===== src/rtl/pipe_ctrl_pkg.sv =====
// Shared types and constants for the pipeline hazard controller.
package pipe_ctrl_pkg;

  localparam int unsigned REG_W = 5;
  localparam logic [REG_W-1:0] REG_ZERO = 5'd0;

  typedef enum logic {
    S_RUN    = 1'b0,
    S_MDWAIT = 1'b1
  } state_e;

endpackage


===== src/rtl/pipe_hazard_ctrl_if.sv =====
// Pipeline-side signals of the hazard controller: stage info in, hold/flush enables out.
interface pipe_hazard_ctrl_if;
  import pipe_ctrl_pkg::*;

  logic [REG_W-1:0] Ra_ID;
  logic [REG_W-1:0] Rb_ID;
  logic             UseA_ID;
  logic             UseB_ID;
  logic             MemWr_ID;
  logic             MemRd_EX;
  logic             RegWr_EX;
  logic [REG_W-1:0] Rd_EX;
  logic             BrTaken_EX;
  logic             MdStart_EX;

  logic             pc_hold;
  logic             ifid_hold;
  logic             ifid_flush;
  logic             idex_hold;
  logic             idex_flush;
  logic             exm_flush;
  logic             md_busy;

  // Pipeline side: drives stage info, consumes enables.
  modport master (
    output Ra_ID, Rb_ID, UseA_ID, UseB_ID, MemWr_ID,
    output MemRd_EX, RegWr_EX, Rd_EX, BrTaken_EX, MdStart_EX,
    input  pc_hold, ifid_hold, ifid_flush, idex_hold, idex_flush, exm_flush, md_busy
  );

  // Controller side.
  modport slave (
    input  Ra_ID, Rb_ID, UseA_ID, UseB_ID, MemWr_ID,
    input  MemRd_EX, RegWr_EX, Rd_EX, BrTaken_EX, MdStart_EX,
    output pc_hold, ifid_hold, ifid_flush, idex_hold, idex_flush, exm_flush, md_busy
  );

endinterface


===== src/rtl/pipe_sat_cnt.sv =====
// Saturating up-counter with synchronous clear; sticks at all-ones.
module pipe_sat_cnt #(
  parameter int unsigned W = 16
) (
  input  logic         clk,
  input  logic         rst_n,
  input  logic         i_en,
  input  logic         i_clr,
  output logic [W-1:0] o_cnt
);

  logic [W-1:0] r_cnt;

  // Count enabled events until all-ones, then hold.
  always_ff @(posedge clk or negedge rst_n) begin
    if (!rst_n) begin
      r_cnt <= '0;
    end else if (i_clr) begin
      r_cnt <= '0;
    end else if (i_en && (r_cnt != {W{1'b1}})) begin
      r_cnt <= r_cnt + W'(1);
    end
  end

  assign o_cnt = r_cnt;

endmodule


===== src/rtl/pipe_hazard_ctrl.sv =====
// Pipeline hazard controller: load-use stalls, EX branch flushes and
// multi-cycle mul/div occupancy of EX. Enables are combinational from
// state + inputs and forced low while rst_n is asserted.
// Optional macro PIPE_PERF_CNT_EN adds saturating perf counters
// (ldu_cnt, br_cnt, md_cnt_o).
module pipe_hazard_ctrl
  import pipe_ctrl_pkg::*;
#(
  parameter int unsigned MD_LAT = 4
`ifdef PIPE_PERF_CNT_EN
  ,
  parameter int unsigned CNT_W  = 16
`endif
) (
  input  logic             clk,
  input  logic             rst_n,
  pipe_hazard_ctrl_if.slave hz
`ifdef PIPE_PERF_CNT_EN
  ,
  output logic [CNT_W-1:0] ldu_cnt,
  output logic [CNT_W-1:0] br_cnt,
  output logic [CNT_W-1:0] md_cnt_o
`endif
);

  localparam int unsigned MDC_W = (MD_LAT > 2) ? $clog2(MD_LAT) : 1;
  localparam logic [MDC_W-1:0] MDC_LOAD = MDC_W'(MD_LAT - 2);

  state_e           r_state;
  logic [MDC_W-1:0] r_md_cnt;

  logic w_ldu;
  logic w_ldu_stall;
  logic w_br_flush;
  logic w_md_hold;

  // Load-use decode; a store matching only on Rb is left to store-data forwarding.
  assign w_ldu = hz.MemRd_EX && hz.RegWr_EX && (hz.Rd_EX != REG_ZERO) &&
                 ((hz.UseA_ID && (hz.Ra_ID == hz.Rd_EX)) ||
                  (hz.UseB_ID && (hz.Rb_ID == hz.Rd_EX) && !hz.MemWr_ID));

  // State and mul/div wait counter; the wait ends once the count would reach zero.
  always_ff @(posedge clk or negedge rst_n) begin
    if (!rst_n) begin
      r_state  <= S_RUN;
      r_md_cnt <= '0;
    end else begin
      case (r_state)
        S_RUN: begin
          if (hz.MdStart_EX) begin
            r_state  <= S_MDWAIT;
            r_md_cnt <= MDC_LOAD;
          end
        end
        S_MDWAIT: begin
          if (r_md_cnt <= MDC_W'(1)) begin
            r_state <= S_RUN;
          end
          if (r_md_cnt != '0) begin
            r_md_cnt <= r_md_cnt - MDC_W'(1);
          end
        end
        default: begin
          r_state  <= S_RUN;
          r_md_cnt <= '0;
        end
      endcase
    end
  end

  // Hazard priority: mul/div wait > branch flush > mul/div start > load-use stall.
  always_comb begin
    w_ldu_stall = 1'b0;
    w_br_flush  = 1'b0;
    w_md_hold   = 1'b0;
    if (rst_n) begin
      if (r_state == S_MDWAIT) begin
        w_md_hold = 1'b1;
      end else if (hz.BrTaken_EX) begin
        w_br_flush = 1'b1;
      end else if (hz.MdStart_EX) begin
        w_md_hold = 1'b1;
      end else if (w_ldu) begin
        w_ldu_stall = 1'b1;
      end
    end
  end

  // Map the selected hazard response onto the pipeline enables.
  always_comb begin
    hz.pc_hold    = w_md_hold | w_ldu_stall;
    hz.ifid_hold  = w_md_hold | w_ldu_stall;
    hz.ifid_flush = w_br_flush;
    hz.idex_hold  = w_md_hold;
    hz.idex_flush = w_br_flush | w_ldu_stall;
    hz.exm_flush  = w_md_hold;
    hz.md_busy    = w_md_hold;
  end

`ifdef PIPE_PERF_CNT_EN
  pipe_sat_cnt #(.W(CNT_W)) u_ldu_cnt (
    .clk   (clk),
    .rst_n (rst_n),
    .i_en  (w_ldu_stall),
    .i_clr (1'b0),
    .o_cnt (ldu_cnt)
  );

  pipe_sat_cnt #(.W(CNT_W)) u_br_cnt (
    .clk   (clk),
    .rst_n (rst_n),
    .i_en  (w_br_flush),
    .i_clr (1'b0),
    .o_cnt (br_cnt)
  );

  pipe_sat_cnt #(.W(CNT_W)) u_md_cnt (
    .clk   (clk),
    .rst_n (rst_n),
    .i_en  (w_md_hold),
    .i_clr (1'b0),
    .o_cnt (md_cnt_o)
  );
`endif

endmodule

===== src/flat_wrapper.sv =====
// flat-port wrapper written by rule: the top's interface ports become plain ports
module pipe_hazard_ctrl_flat import pipe_ctrl_pkg::*;
#(
  parameter int unsigned MD_LAT = 4

)
  (clk, rst_n, hz_Ra_ID, hz_Rb_ID, hz_UseA_ID, hz_UseB_ID, hz_MemWr_ID, hz_MemRd_EX, hz_RegWr_EX, hz_Rd_EX, hz_BrTaken_EX, hz_MdStart_EX, hz_pc_hold, hz_ifid_hold, hz_ifid_flush, hz_idex_hold, hz_idex_flush, hz_exm_flush, hz_md_busy);
  pipe_hazard_ctrl_if hz_i ();
  input  logic clk;
  input  logic rst_n;
  input wire logic [$bits(hz_i.Ra_ID)-1:0] hz_Ra_ID;
  input wire logic [$bits(hz_i.Rb_ID)-1:0] hz_Rb_ID;
  input wire logic [$bits(hz_i.UseA_ID)-1:0] hz_UseA_ID;
  input wire logic [$bits(hz_i.UseB_ID)-1:0] hz_UseB_ID;
  input wire logic [$bits(hz_i.MemWr_ID)-1:0] hz_MemWr_ID;
  input wire logic [$bits(hz_i.MemRd_EX)-1:0] hz_MemRd_EX;
  input wire logic [$bits(hz_i.RegWr_EX)-1:0] hz_RegWr_EX;
  input wire logic [$bits(hz_i.Rd_EX)-1:0] hz_Rd_EX;
  input wire logic [$bits(hz_i.BrTaken_EX)-1:0] hz_BrTaken_EX;
  input wire logic [$bits(hz_i.MdStart_EX)-1:0] hz_MdStart_EX;
  output wire logic [$bits(hz_i.pc_hold)-1:0] hz_pc_hold;
  output wire logic [$bits(hz_i.ifid_hold)-1:0] hz_ifid_hold;
  output wire logic [$bits(hz_i.ifid_flush)-1:0] hz_ifid_flush;
  output wire logic [$bits(hz_i.idex_hold)-1:0] hz_idex_hold;
  output wire logic [$bits(hz_i.idex_flush)-1:0] hz_idex_flush;
  output wire logic [$bits(hz_i.exm_flush)-1:0] hz_exm_flush;
  output wire logic [$bits(hz_i.md_busy)-1:0] hz_md_busy;
  assign hz_i.Ra_ID = hz_Ra_ID;
  assign hz_i.Rb_ID = hz_Rb_ID;
  assign hz_i.UseA_ID = hz_UseA_ID;
  assign hz_i.UseB_ID = hz_UseB_ID;
  assign hz_i.MemWr_ID = hz_MemWr_ID;
  assign hz_i.MemRd_EX = hz_MemRd_EX;
  assign hz_i.RegWr_EX = hz_RegWr_EX;
  assign hz_i.Rd_EX = hz_Rd_EX;
  assign hz_i.BrTaken_EX = hz_BrTaken_EX;
  assign hz_i.MdStart_EX = hz_MdStart_EX;
  assign hz_pc_hold = hz_i.pc_hold;
  assign hz_ifid_hold = hz_i.ifid_hold;
  assign hz_ifid_flush = hz_i.ifid_flush;
  assign hz_idex_hold = hz_i.idex_hold;
  assign hz_idex_flush = hz_i.idex_flush;
  assign hz_exm_flush = hz_i.exm_flush;
  assign hz_md_busy = hz_i.md_busy;
  pipe_hazard_ctrl #(.MD_LAT(MD_LAT)) u_core (.clk(clk), .rst_n(rst_n), .hz(hz_i));
endmodule

===== config.mk =====
export PLATFORM = sky130hd
export DESIGN_NAME = pipe_hazard_ctrl_flat
export DESIGN_NICKNAME = d
export VERILOG_FILES = /design/src/rtl/pipe_ctrl_pkg.sv /design/src/rtl/pipe_hazard_ctrl_if.sv /design/src/rtl/pipe_sat_cnt.sv /design/src/rtl/pipe_hazard_ctrl.sv /design/src/flat_wrapper.sv
export SDC_FILE = /design/constraint.sdc
export NUM_CORES = 1
export LEC_CHECK = 0
export CORE_AREA = 2 2 39 41
export CTS_CLUSTER_DIAMETER = 150
export CTS_CLUSTER_SIZE = 10
export DETAILED_ROUTE_END_ITERATION = 8
export DIE_AREA = 0 0 41 43
export PLACE_DENSITY = 0.71
export REMOVE_ABC_BUFFERS = 1
export SYNTH_ARGS = -nofsm -noshare
export SYNTH_HDL_FRONTEND = slang
export SYNTH_SLANG_ARGS = --single-unit

===== constraint.sdc =====
create_clock -name clk -period 3.2 [get_ports clk]
set_input_delay 0.32 -clock clk [delete_from_list [all_inputs] [get_ports clk]]
set_output_delay 0.32 -clock clk [all_outputs]
set_load 0.01 [all_outputs]

### After elaboration in Yosys (flattened, before gate mapping)

Index checks and enable logic that the tools add are counted.

| operators by class | value |
|---|---|
| add/sub/neg operators | 1 |
| multiply operators | 0 |
| divide/modulo/power cells | 0 |
| $lt $le $gt $ge | 1 |
| equal/unequal tests | 4 |
| shifts and indexed selects | 0 |
| multiplexer cells | 17 |
| bitwise operators | 3 |
| reductions and logical operators | 11 |

Operator list:

| cell | count |
|---|---|
| $mux W1 | 13 |
| $eq A5 B5 Y1 | 2 |
| $logic_and A1 B1 Y1 | 6 |
| $reduce_bool A5 Y1 | 1 |
| $mux W2 | 2 |
| $ne A2 B2 Y1 const B | 2 |
| $pmux W2 S2 | 1 |
| $le A2 B1 Y1 const B | 1 |
| $or A1 B1 Y1 | 2 |
| $pmux W1 S2 | 1 |
| $reduce_and A2 Y1 | 1 |
| $reduce_bool A2 Y1 | 1 |
| $sub A2 B1 Y2 const B | 1 |
| $logic_not A1 Y1 | 1 |
| $logic_or A1 B1 Y1 | 1 |
| $not A1 Y1 | 1 |

| word-level totals | value |
|---|---|
| register bits after elaboration | 3 |
| latch bits | 0 |
| bits in writable memories | 0 |
| bits in read-only memories | 0 |
| bits of input ports | 24 |
| logic and storage cells | 39 |
| memories kept | 0 |

### Logic depth before layout (Yosys ltp)

Gate-level depths: netlist (run 1).

| logic depth | value |
|---|---|
| depth after elaboration | 11 |
| gate-level depth with buffers | 5 |
| mapped depth without buffers | 5 |

### Worst setup path before layout (run 1)

Ideal clock, no wire load.

| timing | value |
|---|---|
| path type | input-to-output |
| from | input hz_Rd_EX[1] |
| to | output hz_pc_hold |
| arrival time | 1.297 ns |
| slack | 1.583 ns |
| stages on the path | 4 |
| cell sequence | or4_4 -> o211ai_2 -> o21bai_1 -> buf_4 |

| between the ends | value |
|---|---|
| word-level cells in the longest chain between the ends | 11 |
| elaborated cells on any way between the ends | 15 |
| classes of those cells | eq/ne: 2; mux: 5; bitwise: 1; reduce/logical: 7 |

Ends and longest elaborated chain:

| what | RTL line | source |
|---|---|---|
| start, declared | flat_wrapper.sv:18 | `input wire logic [$bits(hz_i.Rd_EX)-1:0] hz_Rd_EX;` |
| $eq A5 B5 Y1 | pipe_hazard_ctrl.sv:40 | `(hz.UseB_ID && (hz.Rb_ID == hz.Rd_EX) && !hz.MemWr_ID));` |
| $logic_and A1 B1 Y1 (2 in a row) | pipe_hazard_ctrl.sv:40 |  |
| $logic_or A1 B1 Y1 | pipe_hazard_ctrl.sv:39 | `((hz.UseA_ID && (hz.Ra_ID == hz.Rd_EX)) \|\|` |
| $logic_and A1 B1 Y1 (*) | pipe_hazard_ctrl.sv:38 | `assign w_ldu = hz.MemRd_EX && hz.RegWr_EX && (hz.Rd_EX != REG_ZERO) &&` |
| $mux W1 (*) | pipe_hazard_ctrl.sv:83 | `end else if (w_ldu) begin` |
| $mux W1 (*) | pipe_hazard_ctrl.sv:81 | `end else if (hz.MdStart_EX) begin` |
| $mux W1 (*) | pipe_hazard_ctrl.sv:79 | `end else if (hz.BrTaken_EX) begin` |
| $mux W1 (*) | pipe_hazard_ctrl.sv:77 | `if (r_state == S_MDWAIT) begin` |
| $mux W1 (*) | pipe_hazard_ctrl.sv:76 | `if (rst_n) begin` |
| $or A1 B1 Y1 (*) | n/a |  |
| end, declared | flat_wrapper.sv:21 | `output wire logic [$bits(hz_i.pc_hold)-1:0] hz_pc_hold;` |

Mark *: on every way between the ends. The rest lies on a longest branch, timed or not.

### Worst setup path in the final report (run 1)

| timing | value |
|---|---|
| from | input hz_Rd_EX[3] |
| to | output hz_pc_hold |

| between the ends | value |
|---|---|
| word-level cells in the longest chain between the ends | 11 |
| elaborated cells on any way between the ends | 15 |
| classes of those cells | eq/ne: 2; mux: 5; bitwise: 1; reduce/logical: 7 |

Ends and longest elaborated chain:

| what | RTL line | source |
|---|---|---|
| $eq A5 B5 Y1 | pipe_hazard_ctrl.sv:40 |  |
| $logic_and A1 B1 Y1 (2 in a row) | pipe_hazard_ctrl.sv:40 |  |
| $logic_or A1 B1 Y1 | pipe_hazard_ctrl.sv:39 |  |
| $logic_and A1 B1 Y1 (*) | pipe_hazard_ctrl.sv:38 |  |
| $mux W1 (*) | pipe_hazard_ctrl.sv:83 |  |
| $mux W1 (*) | pipe_hazard_ctrl.sv:81 |  |
| $mux W1 (*) | pipe_hazard_ctrl.sv:79 |  |
| $mux W1 (*) | pipe_hazard_ctrl.sv:77 |  |
| $mux W1 (*) | pipe_hazard_ctrl.sv:76 |  |
| $or A1 B1 Y1 (*) | pipe_hazard_ctrl.sv:91 | `hz.pc_hold = w_md_hold \| w_ldu_stall;` |

Marks and branches as above.

==> results of run 1 <==
-- sequential cells by signal (all words and copies together), names as in the netlist --
signal,count
u_core.r_state,1
u_core.r_md_cnt,2
-- power breakdown --
part           internal [uW]  switching (uW)
Clock                   46.7            19.1
Sequential              57.3            21.9
Combinational           99.9            77.9
-- stage by stage --
stage | power [uW] | area (sq um) | instances | hold WS [ns] | setup WS, ns
after global routing | 349.7 | 685.7 | 90 | 0.3157 | 0.5553
after detailed placement | 257.6 | 659.4 | 86 | 0.5483 | 0.6407
final | 322.8 | 685.7 | 90 | 0.3024 | 0.6697
after global placement | 251.9 | 659.4 | 86 | 0.5505 | 0.6710
after CTS | 329.0 | 685.7 | 90 | 0.2934 | 0.6408
after floorplan | 168.1 | 339.1 | 40 | 0.02441 | 1.668
-- final cells by class --
type	count	share of cell area [%]
timing repair buffer	30	43.80
multi-input combinational	34	36.86
sequential	3	10.95
clock buffer	4	3.832
tap	16	2.920
inverter	3	1.642
-- layout by cell type (no fill, tap or decap) --
cell and count:
sky130_fd_sc_hd__dfrtp_1 3, sky130_fd_sc_hd__nor4_1 2, sky130_fd_sc_hd__and4b_1 1, sky130_fd_sc_hd__clkbuf_1 1
sky130_fd_sc_hd__xor2_1 9, sky130_fd_sc_hd__o211ai_2 1, sky130_fd_sc_hd__a22oi_1 1, sky130_fd_sc_hd__inv_1 3
sky130_fd_sc_hd__o22ai_1 3, sky130_fd_sc_hd__or4_4 1, sky130_fd_sc_hd__clkbuf_4 3, sky130_fd_sc_hd__nand2_1 3
sky130_fd_sc_hd__o21bai_1 1, sky130_fd_sc_hd__clkdlybuf4s50_1 30, sky130_fd_sc_hd__xnor2_1 1, sky130_fd_sc_hd__a32oi_1 1
sky130_fd_sc_hd__o21a_1 1, sky130_fd_sc_hd__nor3b_1 1, sky130_fd_sc_hd__ha_1 2, sky130_fd_sc_hd__nor2_1 4
sky130_fd_sc_hd__a21oi_1 2
-- cell families (layout without fill, tap and decap cells) --
family / count (synthesis) / count (layout)
XOR/XNOR: 10 / 10
AND/OR/NAND/NOR: 12 / 12
AO/OA/AOI/OAI: 10 / 10
adder cells (fa/ha/maj): 2 / 2
flip-flops: 3 / 3
buffers and inverters: 7 / 37
-- layer usage --
layer / part of all wire (%) / GRT usage, % / wire, um / vias to the layer above
li1: - / - / - / 214
met1: 38 / 11.07 / 381 / 189
met2: 50 / 19.06 / 498 / 16
met3: 11 / 4.712 / 113 / 0
met4: 0 / 10.00 / 0 / 0
met5: 0 / 0 / 0 / -
-- worst paths after layout --
check,start,end,depth (start not counted)
setup / recovery,hz_Rd_EX[3],hz_pc_hold,6
hold / removal,rst_n,u_core.r_state$_DFF_PN0_,1
setup reg to reg,u_core.r_md_cnt[1]$_DFFE_PN0P_,u_core.r_md_cnt[1]$_DFFE_PN0P_,5
hold reg to reg,u_core.r_md_cnt[1]$_DFFE_PN0P_,u_core.r_state$_DFF_PN0_,2
max in group asynchronous,rst_n,u_core.r_md_cnt[0]$_DFFE_PN0P_,1
min in group clk,u_core.r_md_cnt[1]$_DFFE_PN0P_,u_core.r_state$_DFF_PN0_,2
-- worst register-to-register path, delay by kind of cell, from the launching register on --
family	cells	cell delay [ns]
simple gates	1	0.06
compound gates	2	0.19
flops	1	0.39
buf+inv	1	0.11
fa+ha+maj	1	0.22
==> summary by stage, run 1 <==
Critical path
The number of buffers and inverters on the critical path is 2. The slowest stage of the critical path belongs to the cell sky130_fd_sc_hd__clkdlybuf4s50_1. The kind of cell adding the most delay to the critical path is buffers and inverters. The largest driver fanout on the critical path is 3.

The signal on the critical path passes through clkdlybuf4s50_1, xor2_1, nor4_1, a32oi_1, o21bai_1, clkdlybuf4s50_1. STA classifies the critical path startpoint as a primary input. The data arrival time of the worst path is roughly 2.2 ns. The worst setup path is of the in2out kind. The delay of the slowest cell on the worst path is 0.57 ns. The critical path data required time is 2.88 ns. The critical path's most frequent cell is sky130_fd_sc_hd__clkdlybuf4s50_1. The setup check on the worst reg-to-reg path leaves a slack of 2.10 ns. The type of element capturing the critical path is a primary output.

Floorplan
Once the floorplan was initialized, standard cells occupied 26.40% of the core. The die is between 40 and 50 um tall. The core region area is 0.001384 sq mm. The area of the die is 0.001763 sq mm.

The standard-cell row count is 14. The count of boundary I/O pins is 31. The die is 41 um wide.

Clock network
TritonCTS built the clock tree. The maximum level of the CTS H-tree is 1. The cell sitting at the root of the clock tree is a sky130_fd_sc_hd__clkbuf_4. The number of hold-repair buffers added at the cts stage is 0. The number of gates resized after cts is 0.

The clock insertion delay at the later pin of the skew report is 0.23 ns. The maximum root-to-sink buffer count is 2. The CTS clock-pin slew for the worst setup and hold paths is 0.04 ns. The total CTS buffers is 3. CTS saw 3 sinks. The number of setup buffers added after CTS is 0.

Place
The routability congestion estimate is 0.6532. The number of port buffers is 30. The wire-length estimate of the detail-placed layout is 821.6 um.

Synth
For this run, the register share of the synthesized area comes to about a fifth. The netlist uses 20 different library cells. The dominant combinational cell family by area after synthesis is XOR/XNOR gates. The synthesized netlist devotes about 6.8% of its cell area to adder and majority cells. The synthesized netlist devotes 19.86% of its cell area to compound gates. The cell taking the most area after synthesis is sky130_fd_sc_hd__xor2_1.

Summing the areas of all and, or, nand and nor instances in the mapped netlist gives between 10% and 20% of the synthesized area. A synthesized cell averages around 8.3 sq um. The fraction of synthesized area in multiplexers is 0%. Synthesis produced a netlist whose cell count is 44.

The number of warnings issued by yosys is 0. After synthesis, the cell types taking the most area are sky130_fd_sc_hd__xor2_1, sky130_fd_sc_hd__dfrtp_1, sky130_fd_sc_hd__ha_1. In this run the biggest area consumer among cell types represents a little over a fifth of the synthesized area. The register bit total from synthesis is 3. Ranked by instance count, the synthesized netlist is headed by sky130_fd_sc_hd__xor2_1, sky130_fd_sc_hd__nor2_1. For this run, the leading register cell type out of synthesis is sky130_fd_sc_hd__dfrtp_1. Summing the areas of all xor and xnor instances in the mapped netlist gives a little under a quarter of the synthesized area. The library cell with the highest instance count after synthesis is sky130_fd_sc_hd__xor2_1. The synthesized netlist occupies a cell area of 365.4 sq um.

The async set-reset flop share out of synthesis is 100.0%. The count of flip-flops with a built-in enable after synthesis is 0.

Timing
For the final database, setup skew stands at 0.002927 ns. The total negative slack for setup checks is 0 ns. The transition time of the tightest slew-check pin is 0.2932 ns. The normalized max-slew margin is 80.27%. The worst path in the final design needs a cycle of 2.530 ns, including I/O delays and setup. After layout, the worst path uses 79.07% of the clock period.

The count of endpoints failing setup in the final report is 0. Setup repair after global routing left no endpoint under its margin. The max-slew violation count is 0.

The final hold violation count was 0. The highest achievable clock rate is between 300 and 400 MHz.

Route
Dividing the detail-routed wire length by the instance count gives 11.03 um. The final routed DRC violation total is 0. The average via count per standard cell is 4.656. The number of antenna-violating nets in the routed design is 0.

The final routed wirelength across all metal layers is 993 um. The detailed-router iteration count before antenna repair is 3. The number of DRC markers in iteration 0 is 3.

Detailed routing inserted a total of 419 vias.

Run status
The flow ran to the end, and the final reports show no timing, DRC or antenna violations.

Global routing
Global routing finished with a remaining overflow of 0. The initial antenna violation count was 0. The first global-routing pass estimated approximately 1400 um of wire. The number of global-route vias before repair is 404. Entering global routing, the biggest net connects 10 pins.

The global router's overall resource usage is about an eighth.

Power
The maximum ir drop on the vdd rail is 0.3760 mV. The analysis attributes to cell leakage a power of 0.0002827 uW. In this run the power density over the cells is approximately 470 mW/mm^2.

Final layout
0 antenna diodes ended up in the layout. Cells with a size suffix above 1 make up 6.757% of the layout. Registers take 75.07 sq um. The synthesis-to-finish area growth is 87.67%. Summing all multi-input logic gate instances after layout gives 252.7 sq um. In the final design database the tool counted around 100 nets. The core occupancy in the finished layout is between 40% and 50%. The count of filler cells inserted in the layout is 135.

Flow run
Max-cap violations in this run came to 0.

Hold path
The worst hold path belongs to the class in2async.
Note: power is estimated with default switching activity, not from simulation.
==> run 2: changes to the inputs <==
--- a/config.mk
+++ b/config.mk
@@ -5,12 +5,12 @@
 export SDC_FILE = /design/constraint.sdc
 export NUM_CORES = 1
 export LEC_CHECK = 0
-export CORE_AREA = 2 2 39 41
+export CORE_MARGIN = 2
+export CORE_UTILIZATION = 27
 export CTS_CLUSTER_DIAMETER = 150
 export CTS_CLUSTER_SIZE = 10
 export DETAILED_ROUTE_END_ITERATION = 8
-export DIE_AREA = 0 0 41 43
-export PLACE_DENSITY = 0.71
+export PLACE_DENSITY = 0.73
 export REMOVE_ABC_BUFFERS = 1
 export SYNTH_ARGS = -nofsm -noshare
 export SYNTH_HDL_FRONTEND = slang
==> constraint.sdc (replaced) <==
create_clock -name clk -period 2.29 [get_ports clk]
set_input_delay 0.229 -clock clk [delete_from_list [all_inputs] [get_ports clk]]
set_output_delay 0.229 -clock clk [all_outputs]
set_load 0.01 [all_outputs]
==> run 2 against run 1 <==
- setup slack worse by 0.45 ns
- die area down 5.6%
- wire length up 5.0%
- critical path depth unchanged
- via count up 2.4%
- register-to-register slack worse by 0.93 ns
- critical path type unchanged
- largest power group unchanged
==> summary by stage, run 2 (synthesis gave the netlist of run 1 again) <==
Route
The total via count in the routed design was 429 (was 419). The final routed DRC violation total is 0 (unchanged). The detailed-router iteration count before antenna repair is 4 (was 3). The number of antenna-violating nets in the routed design is 0 (unchanged). The final routed wire length divided by cell count is 11.34 um (was 11.03 um). The number of DRC markers in iteration 0 is 4 (was 3). The average via count per standard cell is 4.663 (was 4.656).

The final routed wirelength across all metal layers is 1043 um (was 993 um).

Power
The design internal power is 280.0 uW (was 203.9 uW). The total power came to 448.3 uW (was 322.8 uW). The fraction of power spent switching nets is 37.53% (was 36.84%). The part of the power in registers was 24.7% (was 24.5%). The total leakage power is 0.0003066 uW (was 0.0002827 uW). The total power divided by cell area was 637.5 mW/mm^2 (was 470.8 mW/mm^2). The maximum ir drop on the vdd rail was 0.4432 mV (was 0.3760 mV). The part of the power in combinational logic came to 54.4% (was 55.1%).

The switching power total came to 168.3 uW (was 118.9 uW). The fraction of power consumed by the clock network was 20.8% (was 20.4%).

Critical path
The largest driver fanout on the critical path is 3 (unchanged). The kind of start point of the critical path was a primary input (unchanged). The data arrival time of the worst path is 1.84 ns (was 2.21 ns). The type of element capturing the critical path is a primary output (unchanged). The critical path data required time is 2.06 ns (was 2.88 ns). The critical path class is in2out (unchanged).

Clock network
The CTS clock-pin slew for the worst setup and hold paths is 0.04 ns (about the same). The maximum level of the CTS H-tree is 1 (unchanged). The clock insertion delay at the later pin of the skew report is 0.24 ns (was 0.23 ns). The maximum root-to-sink buffer count is 2 (unchanged). The total CTS buffers is 3 (unchanged). The cell chosen for the clock root is sky130_fd_sc_hd__clkbuf_4 (unchanged).

The number of clock sinks seen by CTS is 3 (unchanged). The clock tree from TritonCTS is done (unchanged).

Floorplan
The vertical extent of the die was 40.79 um (was 43 um). The count of boundary I/O pins is 31 (unchanged). The standard-cell row count is 13 (was 14).

The core region area is 0.001285 sq mm (was 0.001384 sq mm). The die boundary width came to 40.79 um (was 41 um). The starting density of the core is 28.43% (was 26.40%). The area of the die is 0.001663 sq mm (was 0.001763 sq mm).

Timing
Unrepaired setup endpoints after global routing: no (unchanged). The transition time of the tightest slew-check pin was 0.2835 ns (was 0.2932 ns). The final cycle utilization of the critical path is about nine tenths. The post-route worst hold slack came to 0.2896 ns (was 0.3024 ns). The max-slew violation count came to 0 (unchanged). The final hold violation count is 0 (unchanged).

The normalized max-slew margin came to 80.92% (was 80.27%). The worst clock skew is 0.007280 ns (was 0.002927 ns). The count of endpoints failing setup in the final report came to 0 (unchanged). The routed design could run at a clock period as short as 2.065 ns.

For this run, the top clock speed supported by timing is 484.2 MHz.

Final layout
The count of filler cells inserted in the layout is 127 (was 135). The layout cell share with drive strength beyond 1 is 10.39% (was 6.757%). The most frequent standard cell in the layout excluding fill and tap cells is sky130_fd_sc_hd__clkdlybuf4s50_1 (unchanged). The synthesis-to-finish area growth is 92.47% (was 87.67%). The number of nets in the final layout came to 104 (was 101). The antenna diode count came to 0 (unchanged).

Largest registers: u_core.r_md_cnt: 2 flops, u_core.r_state: 1 flops (unchanged). The number of flip-flops in the largest register is 2 (unchanged). Commonest cells after routing, fill and taps aside: sky130_fd_sc_hd__clkdlybuf4s50_1, sky130_fd_sc_hd__xor2_1, sky130_fd_sc_hd__nor2_1 (unchanged). The top register by number of flip-flops is u_core.r_md_cnt (unchanged).

Global routing
The global-route wire length before repair is 1345 um (was 1386 um). The initial antenna violation count was 0 (unchanged). The global router's overall resource usage came to 13.06% (was 12.00%). The total overflow reported by the global router was 0 (unchanged).

The number of global-route vias before repair is 394 (was 404). The largest net degree at the start of global routing came to 10 (unchanged).

Flow run
The number of max-capacitance violations reported is 0 (unchanged).

Place
The routability congestion estimate is 0.7678 (was 0.6532). The number of port buffers came to 30 (unchanged). The post-DP HPWL came to 860 um (was 821.6 um).

Run status
Run status: finished clean (unchanged).

Hold path
The type of the most critical hold path was in2async (unchanged).
## run 2: critical path: stages
cell and delay (ns):
sky130_fd_sc_hd__clkdlybuf4s50_1 0.47, sky130_fd_sc_hd__buf_4 0.16, sky130_fd_sc_hd__or4_4 0.41, sky130_fd_sc_hd__o211ai_2 0.17
sky130_fd_sc_hd__o22ai_1 0.10, sky130_fd_sc_hd__dlygate4sd2_1 0.29
## run 2: path summary, 6_finish.rpt
kind	cells past startpoint	to	from	slack, ns
setup / recovery	6	hz_idex_flush	hz_Rd_EX[4]	0.22
hold / removal	2	u_core.r_md_cnt[1]$_DFFE_PN0P_	rst_n	0.29
setup reg to reg	5	u_core.r_md_cnt[1]$_DFFE_PN0P_	u_core.r_md_cnt[1]$_DFFE_PN0P_	1.17
hold reg to reg	2	u_core.r_state$_DFF_PN0_	u_core.r_md_cnt[1]$_DFFE_PN0P_	0.58
max in group asynchronous	2	u_core.r_md_cnt[0]$_DFFE_PN0P_	rst_n	1.89
min in group clk	2	u_core.r_state$_DFF_PN0_	u_core.r_md_cnt[1]$_DFFE_PN0P_	0.58
## run 2: final cells by class
| class | instances | area, sq um | share of cell area [%] |
|---|---|---|---|
| clock buffers | 4 | 26.28 | 3.737 |
| well taps | 15 | 18.77 | 2.669 |
| multi-input cells | 34 | 252.7 | 35.94 |
| repair buffers | 33 | 319.1 | 45.37 |
| inverters | 3 | 11.26 | 1.601 |
| flip-flops and latches | 3 | 75.07 | 10.68 |
## run 2: metrics by stage
stage | TNS [ns] | util [%] | cells | setup WS [ns] | instance area [sq um]
after floorplan | 0 | - | 40 | 0.9400 | 339.1
after global placement | -0.0002747 | 52.97 | 88 | -0.0002747 | 680.7
after detailed placement | -0.08893 | 52.97 | 88 | -0.03549 | 680.7
after CTS | 0 | 54.72 | 92 | 0.2230 | 703.2
after global routing | 0 | 54.72 | 92 | 0.1252 | 703.2
final | 0 | 54.72 | 92 | 0.2245 | 703.2
## run 2: power groups by stage
stage | Clock (uW) | Combinational (uW) | Sequential [uW]
2_1_floorplan | 0 | 131 | 104
3_3_place_gp | 0 | 247 | 109
3_5_place_dp | 0 | 255 | 111
6_report | 93.4 | 244 | 111
5_1_grt | 102 | 272 | 114
4_1_cts | 99.3 | 248 | 110
## run 2: what timing repair did
item                                    4_1_cts  5_1_grt
setup buffers                                 0        0
hold buffers                                  0        0
resized for setup                             3        0
endpoints found under the setup margin        3        0
## run 2: metal layers
layer | wire (um) | vias to the layer above | track usage [%]
li1 | - | 220 | -
met1 | 398 | 185 | 11.51
met2 | 538 | 22 | 24.22
met3 | 91 | 2 | 2.174
met4 | 15 | 0 | 12.50
met5 | 0 | - | 0
==> run 3: changes to the inputs <==
--- a/config.mk
+++ b/config.mk
@@ -8,8 +8,8 @@
 export CORE_MARGIN = 2
 export CORE_UTILIZATION = 27
 export CTS_CLUSTER_DIAMETER = 150
-export CTS_CLUSTER_SIZE = 10
 export DETAILED_ROUTE_END_ITERATION = 8
+export HOLD_SLACK_MARGIN = 0.1
 export PLACE_DENSITY = 0.73
 export REMOVE_ABC_BUFFERS = 1
 export SYNTH_ARGS = -nofsm -noshare
==> results of run 3 <==
The final DEF is identical to that of run 2; final timing and power are the same.
